**src/rtl/mem_arbiter_pkg.sv**
```systemverilog
// Shared definitions for the two-port data-memory arbiter: FSM encoding,
// data-memory geometry defaults and the address window check.
package mem_arbiter_pkg;

    typedef enum logic [1:0] {
        IDLE   = 2'd0,
        ACCESS = 2'd1,
        RESP   = 2'd2
    } state_t;

    localparam int unsigned DEF_BASE_ADDR = 1024;
    localparam int unsigned DEF_DEPTH     = 64;

    // Word-aligned and inside [base, base + 4*depth); 33-bit compare so a
    // window touching the top of the address space cannot wrap.
    function automatic logic addr_in_range(
        input logic [31:0] addr,
        input int unsigned base,
        input int unsigned depth
    );
        logic [32:0] a;
        logic [32:0] lo;
        logic [32:0] hi;
        a  = {1'b0, addr};
        lo = {1'b0, base};
        hi = {1'b0, base} + {1'b0, depth << 2};
        return (a >= lo) && (a < hi) && (addr[1:0] == 2'b00);
    endfunction

endpackage

```
**src/rtl/mem_arbiter_rr_arb2.sv**
```systemverilog
// Two-way round-robin selector: one-hot grant, the port not granted last
// wins a tie.
module rr_arb2 (
    input  logic [1:0] req,
    input  logic       last,
    output logic [1:0] grant
);

    always_comb begin
        grant = 2'b00;
        unique case (req)
            2'b01:   grant = 2'b01;
            2'b10:   grant = 2'b10;
            2'b11:   grant = last ? 2'b01 : 2'b10;
            default: grant = 2'b00;
        endcase
    end

endmodule

```
**src/rtl/mem_arbiter.sv**
```systemverilog
// Two-port (CPU / DMA) arbiter in front of a single-ported data memory.
// One access per three cycles: IDLE latches a winner, ACCESS strobes memory, RESP acks.
module mem_arbiter
    import mem_arbiter_pkg::*;
#(
    parameter int unsigned BASE_ADDR = DEF_BASE_ADDR,
    parameter int unsigned DEPTH     = DEF_DEPTH
) (
    input  logic        clk,
    input  logic        rst,
    input  logic        req0,
    input  logic        req1,
    input  logic        we0,
    input  logic        we1,
    input  logic [31:0] addr0,
    input  logic [31:0] addr1,
    input  logic [31:0] wdata0,
    input  logic [31:0] wdata1,
    output logic        ack0,
    output logic        ack1,
    output logic        err0,
    output logic        err1,
    output logic [31:0] rdata,
    output logic        mem_read,
    output logic        mem_write,
    output logic [31:0] mem_addr,
    output logic [31:0] mem_data,
    input  logic [31:0] mem_result
);

    state_t      state_reg;
    state_t      state_next;

    logic        we_reg;
    logic [31:0] addr_reg;
    logic [31:0] wdata_reg;
    logic        port_reg;
    logic        oor_reg;
    logic        last_reg;
    logic [31:0] rdata_reg;

    logic [1:0]  grant;
    logic        any_grant;
    logic        win_port;
    logic        win_we;
    logic [31:0] win_addr;
    logic [31:0] win_wdata;

    rr_arb2 u_rr_arb2 (
        .req   ({req1, req0}),
        .last  (last_reg),
        .grant (grant)
    );

    assign any_grant = grant[0] | grant[1];
    assign win_port  = grant[1];
    assign win_we    = win_port ? we1    : we0;
    assign win_addr  = win_port ? addr1  : addr0;
    assign win_wdata = win_port ? wdata1 : wdata0;

    always_ff @(posedge clk or posedge rst) begin
        if (rst) begin
            state_reg <= IDLE;
        end else begin
            state_reg <= state_next;
        end
    end

    always_comb begin
        state_next = state_reg;
        unique case (state_reg)
            IDLE:    if (any_grant) state_next = ACCESS;
            ACCESS:  state_next = RESP;
            RESP:    state_next = IDLE;
            default: state_next = IDLE;
        endcase
    end

    // Request is captured only when leaving IDLE, so later req changes
    // (including an early drop) do not affect the transaction in flight.
    always_ff @(posedge clk or posedge rst) begin
        if (rst) begin
            we_reg    <= 1'b0;
            addr_reg  <= '0;
            wdata_reg <= '0;
            port_reg  <= 1'b0;
            oor_reg   <= 1'b0;
        end else if (state_reg == IDLE && any_grant) begin
            we_reg    <= win_we;
            addr_reg  <= win_addr;
            wdata_reg <= win_wdata;
            port_reg  <= win_port;
            oor_reg   <= !addr_in_range(win_addr, BASE_ADDR, DEPTH);
        end
    end

    always_ff @(posedge clk or posedge rst) begin
        if (rst) begin
            rdata_reg <= '0;
        end else if (state_reg == ACCESS) begin
            if (oor_reg) begin
                rdata_reg <= '0;
            end else if (!we_reg) begin
                rdata_reg <= mem_result;
            end
        end
    end

    // Pointer starts at 1 so that port 0 takes the first tie after reset.
    always_ff @(posedge clk or posedge rst) begin
        if (rst) begin
            last_reg <= 1'b1;
        end else if (state_reg == RESP) begin
            last_reg <= port_reg;
        end
    end

    always_comb begin
        mem_read  = 1'b0;
        mem_write = 1'b0;
        mem_addr  = '0;
        mem_data  = '0;
        if (state_reg == ACCESS) begin
            mem_addr = addr_reg;
            if (!oor_reg) begin
                mem_read  = !we_reg;
                mem_write = we_reg;
            end
            if (we_reg) begin
                mem_data = wdata_reg;
            end
        end
    end

    assign ack0  = (state_reg == RESP) && !port_reg;
    assign ack1  = (state_reg == RESP) &&  port_reg;
    assign err0  = ack0 && oor_reg;
    assign err1  = ack1 && oor_reg;
    assign rdata = rdata_reg;

endmodule

```
**config.mk**
```make
export PLATFORM = sky130hd
export DESIGN_NAME = mem_arbiter
export DESIGN_NICKNAME = d
export VERILOG_FILES = /design/src/rtl/mem_arbiter_pkg.sv /design/src/rtl/mem_arbiter_rr_arb2.sv /design/src/rtl/mem_arbiter.sv
export SDC_FILE = /design/constraint.sdc
export NUM_CORES = 1
export LEC_CHECK = 0
export BUFFER_PORTS_ARGS = -buffer_cell sky130_fd_sc_hd__buf_4
export CORE_MARGIN = 2
export CORE_UTILIZATION = 49
export DETAILED_ROUTE_END_ITERATION = 10
export PLACE_DENSITY = 0.95
export SKIP_CTS_REPAIR_TIMING = 1
export SLEW_MARGIN = 20
export SYNTH_ARGS = -nofsm -noshare
export SYNTH_HDL_FRONTEND = slang
export SYNTH_SLANG_ARGS = --single-unit
```
**constraint.sdc**
```tcl
create_clock -name clk -period 6.2 [get_ports clk]
set_input_delay 0 -clock clk [delete_from_list [all_inputs] [get_ports clk]]
set_output_delay 0 -clock clk [all_outputs]
set_load 0.005 [all_outputs]
```
# == Yosys cells after proc, flatten, opt, wreduce, memory -nomap -nowiden ==
# Index checks and enable logic that the tools add are counted.
# classes
order_cmp,2
bitwise_logic,1
muxes,16
n_reduce_logical,13
eq_ne,7
# ops
op,count
two-way mux 32 bit,7
greater-or-equal comparator 32 x 11 -> 1 bit (second input constant),1
< comparator 32 x 11 -> 1 bit (second input constant),1
logical AND 1 bit,7
== test 2 bit (second input constant),3
one-hot mux 2 bit (3 select lines),1
two-way mux 1 bit,5
== test 2 x 1 -> 1 bit (second input constant),2
logical NOT 2 bit,2
two-way mux 2 bit,2
one-hot mux 2 bit (2 select lines),1
logical NOT 1 bit,3
inequality test 2 x 1 -> 1 bit (second input constant),1
inequality test 2 bit (second input constant),1
AND reduction 2 bit,1
bitwise OR 1 bit,1
# word_totals
output_inout_bits,102
wordCells,47
inputBits,166
ff_bits,102

# == Longest topological paths before layout ==
# depth
depth_word,7
ltp_mapped,7
depth_no_buf,5

# == Hierarchy ==
# Synthesis repeated with hierarchy kept, for this count alone.
# hier_totals
cells_unflattened,479
hier_area_um2,4947.2
# modules_own_cells
mod,n_inst,area_per_inst_um2,seq_area_each_um2,cells_per_inst
mem_arbiter,1,4928.5,2553.7,476
rr_arb2,1,18.8,0.0,3

# == Worst setup path before layout ==
# Ideal clock, no wire load.
# synth_timing
path_kind,flip-flop to flip-flop
from,reg last_reg
to,reg oor_reg
setup_ns,0.129
path_slack_ns,4.885
n_path_buf,1
synth_period_minus_slack_ns,1.315
t_required_ns,6.071
stages_incl_launch_ff,7
t_arrival_ns,1.187
cell_sequence,dfstp_2 -> a21boi_2 -> buf_6 -> nor4_1 -> nand3_1 -> o21ai_0 -> a31oi_1
# synth_via
elab_chain_cells,7
elab_cells_between_ends,11
classes_between,order compare (2); mux (3); bitwise (1); reduce/logical (5)
# synth_lines
element,line_no,text
start: declaration,mem_arbiter.sv:39,logic last_reg;
start signal: assignment,mem_arbiter.sv:114,last_reg <= port_reg;
two-way mux 2 bit *,mem_arbiter_rr_arb2.sv:14,2'b11: grant = last ? 2'b01 : 2'b10;
one-hot mux 2 bit (3 select lines) *,mem_arbiter_rr_arb2.sv:11,unique case (req)
two-way mux 32 bit,mem_arbiter.sv:58,assign win_addr = win_port ? addr1 : addr0;
greater-or-equal comparator 32 x 11 -> 1 bit or < comparator 32 x 11 -> 1 bit (tied branches),mem_arbiter_pkg.sv:27,return (a >= lo) && (a < hi) && (addr[1:0] == 2'b00);
logical AND 1 bit (2 in series),mem_arbiter_pkg.sv:27,
logical NOT 1 bit,mem_arbiter.sv:93,"oor_reg <= !addr_in_range(win_addr, BASE_ADDR, DEPTH);"
end signal: assignment,mem_arbiter.sv:93,
end: declaration,mem_arbiter.sv:38,logic oor_reg;
# Every way passes the cells marked *; elsewhere a longest branch is shown, timed or not.
# A chain may end at the register's enable or synchronous reset.

# == Worst setup path in the final report ==
# layout_timing
from,reg we_reg
to,out mem_read
# layout_via
elab_chain_cells,3
# layout_lines
element,line_no,text
start: declaration,mem_arbiter.sv:34,logic we_reg;
start signal: assignment,mem_arbiter.sv:89,we_reg <= win_we;
logical NOT 1 bit,mem_arbiter.sv:126,mem_read = !we_reg;
two-way mux 1 bit,mem_arbiter.sv:125,if (!oor_reg) begin
two-way mux 1 bit,mem_arbiter.sv:123,if (state_reg == ACCESS) begin
end: declaration,mem_arbiter.sv:24,"output logic mem_read,"
# No other way between the ends.

==> reports/results.tsv <==
stage	metric	value	unit
clock_network	path_clk_slew	0.11	ns
die	io_pins	268	
critical_path	regToRegSetupSlack	3.87	ns
critical_path	required	6.20	ns
cells_and_area	num-nets-final	1014	
die	core-area	0.009819	sq mm
grt	grt_max_degree	68	
cells_and_area	nFillCells	489	
cells_and_area	diodes	0	
timing	hold_viol	13	
logic_synthesis	postSynthCellCount	476	
timing	slew_headroom	0.2885	
cells_and_area	final_common_cell	buf_4	
logic_synthesis	ys_seq_area_frac	0.5131	
run_status	outcome	complete, but fails checks	
timing	final_max_slew_viol_count	0	
clock_network	clock-root-buffer	clkbuf_8	
grt	grt_pass1_wl	23750	microns
clock_network	htree_levels	3	
logic_synthesis	yosys_register_bits	102	
clock_network	clock_path_buffers	2	
route	first_iter_violations	373	
route	vias_per_cell	5.520	
worst_hold_path	hp-start	addr0[20]	
critical_path	crit_path_max_incr_delay	0.89	ns
critical_path	cp-startpoint	we_reg	
grt	grtUsageTotal	0.2732	
critical_path	path_cells	nor3b_4 > buf_8 > buf_4	
run_status	violations	hold timing	
place	dp_hpwl	11620	microns
timing	fin_worst_skew	0.01897	ns
place	dp_slack	3.702	ns
timing	grt_setup_unrepaired	no	
timing	timing.hold.ws	-0.05128	ns
critical_path	crit_slowest_cell	nor3b_4	
logic_synthesis	synth_area	0.004977	sq mm
cells_and_area	mostFrequentLayoutCells	buf_4, dlygate4sd3_1, dfrtp_1	
place	gp_congestion	0.8991	
critical_path	crit_path_start_kind	flop	
timing	setup_violations	0	
timing	fmax	0.4126	GHz
route	first_pass_iters	5	
route	remaining_drc_errors	0	
route	wl_per_cell	20.01	microns
power	ir_drop	0.1833	mV
die	die_x	104.8	microns
die	dieArea	0.01098	sq mm
critical_path	reg2reg_depth	3	
logic_synthesis	synth.distinct_cells	30	
place	io_buffers	267	
timing	worst_slew_pin_slew	1.067	ns
timing	layout_setup_ws	3.776	ns
critical_path	arrival	2.42	ns
route	ant_nets	0	
logic_synthesis	synthFlopType	dfrtp_1	
run	cap_viol_max_count	0	
timing	fin_setup_tns	0	ns
power	powerDensity	303.6	mW/mm^2
logic_synthesis	synth-edff-count	0	
clock_network	cts_tree	yes	
logic_synthesis	synth_warnings	0	
grt	overflow	0	
timing	timing.final.crit_share	0.3909	
power	leakagePower	0.004358	uW
critical_path	worstReg2RegStart	we_reg	
worst_hold_path	hp-class	in -> reg	
cells_and_area	post-route-util	0.8588	
logic_synthesis	synth_fp_nets	642	
die	start_util	0.5069	
route	vias	5443	
grt	first_global_vias	4674	
critical_path	crit_path_end_kind	primary output	
logic_synthesis	synth_area_per_cell	10.46	sq um
timing	fin_crit	2.424	ns
die	rows	36	
grt	antenna_found_initial	0	
route	wirelength	19730	microns
cells_and_area	drive_gt1_frac	0.3482	
logic_synthesis	async_flop_share	1.000	
die	die_y	104.8	microns
critical_path	critical_path_class	reg -> out	
clock_network	clock_sinks	102	
cells_and_area	area_delta_synth_final	69.43	%
worst_hold_path	hold_path_depth	3	
critical_path	crit_fanout	36	
clock_network	cts_made_buffers	9	
clock_network	clock_latency	0.36	ns
path summary, 6_finish.rpt:
kind | to
min reg2reg | addr_reg[14]
min in group asynchronous | addr_reg[5]
max | mem_read
min | addr_reg[20]
max reg2reg | rdata[20]
max in group asynchronous | we_reg
metrics by stage:
step	cell area [sq um]	std cells	power (uW)	hold slack [ns]
floorplan	4977	476	1597	0.1397
global placement	6958	843	1939	0.06727
detailed placement	6958	843	2002	0.06712
CTS	7149	859	2402	-0.3289
global route	8433	986	2710	-0.02393
finish	8433	986	2561	-0.05128
synthesized netlist by cell type (2+ instances only):
cell / n / area, sq um
nor4_1: 9 / 56.30
clkbuf_2: 2 / 10.01
nor2_1: 5 / 18.77
nor3_1: 3 / 15.01
buf_2: 12 / 60.06
o21ai_0: 50 / 250.2
dfrtp_1: 101 / 2527
a22o_1: 32 / 280.3
buf_12: 2 / 40.04
buf_6: 5 / 56.30
clkbuf_1: 14 / 52.55
nand3_1: 3 / 15.01
nand2_1: 69 / 259.0
and2_1: 34 / 212.7
and3_1: 32 / 200.2
mux2i_1: 65 / 650.6
nor4b_1: 2 / 17.52
inv_1: 4 / 15.01
o21ai_1: 19 / 95.09
buf_4: 3 / 22.52
power breakdown:
group          leakage (uW)  internal [uW]  switching [uW]
Combinational       0.00296            515             590
Clock             0.0000950            164             249
Sequential          0.00130            890             154
Total               0.00436           1570             992
kinds of logic after synthesis:
logic type             after synthesis  synth area share
AND/OR/NAND/NOR                    161            0.1692
AO/OA/AOI/OAI                      105            0.1325
multiplexers                        65            0.1307
flip-flops                         102            0.5131
buffers and inverters               43           0.05455
area by class of cell:
cell class | count | area, sq um | share of cell area
Timing Repair Buffer | 400 | 3326 | 0.3944
Sequential cell | 102 | 2554 | 0.3028
Multi-Input combinational cell | 331 | 2178 | 0.2583
Tap cell | 133 | 166.4 | 0.01973
Clock buffer | 10 | 137.6 | 0.01632
Clock inverter | 6 | 53.80 | 0.006380
Inverter | 4 | 17.52 | 0.002077
routing by layer:
metal / vias to the layer above / global-route usage / share of wire
met5: - / 0 / 0
met4: 0 / 0.1295 / 0.054
met3: 81 / 0.06301 / 0.071
met2: 305 / 0.4694 / 0.52
met1: 2647 / 0.3231 / 0.36
li1: 2410 / - / -
critical path, delay by kind of cell (launching register included):
kind / cells / cell delay, ns
flip-flops: 1 / 0.79
AND/OR/NAND/NOR: 1 / 0.89
buffers and inverters: 2 / 0.37
Note: power is estimated with default switching activity, not from simulation.
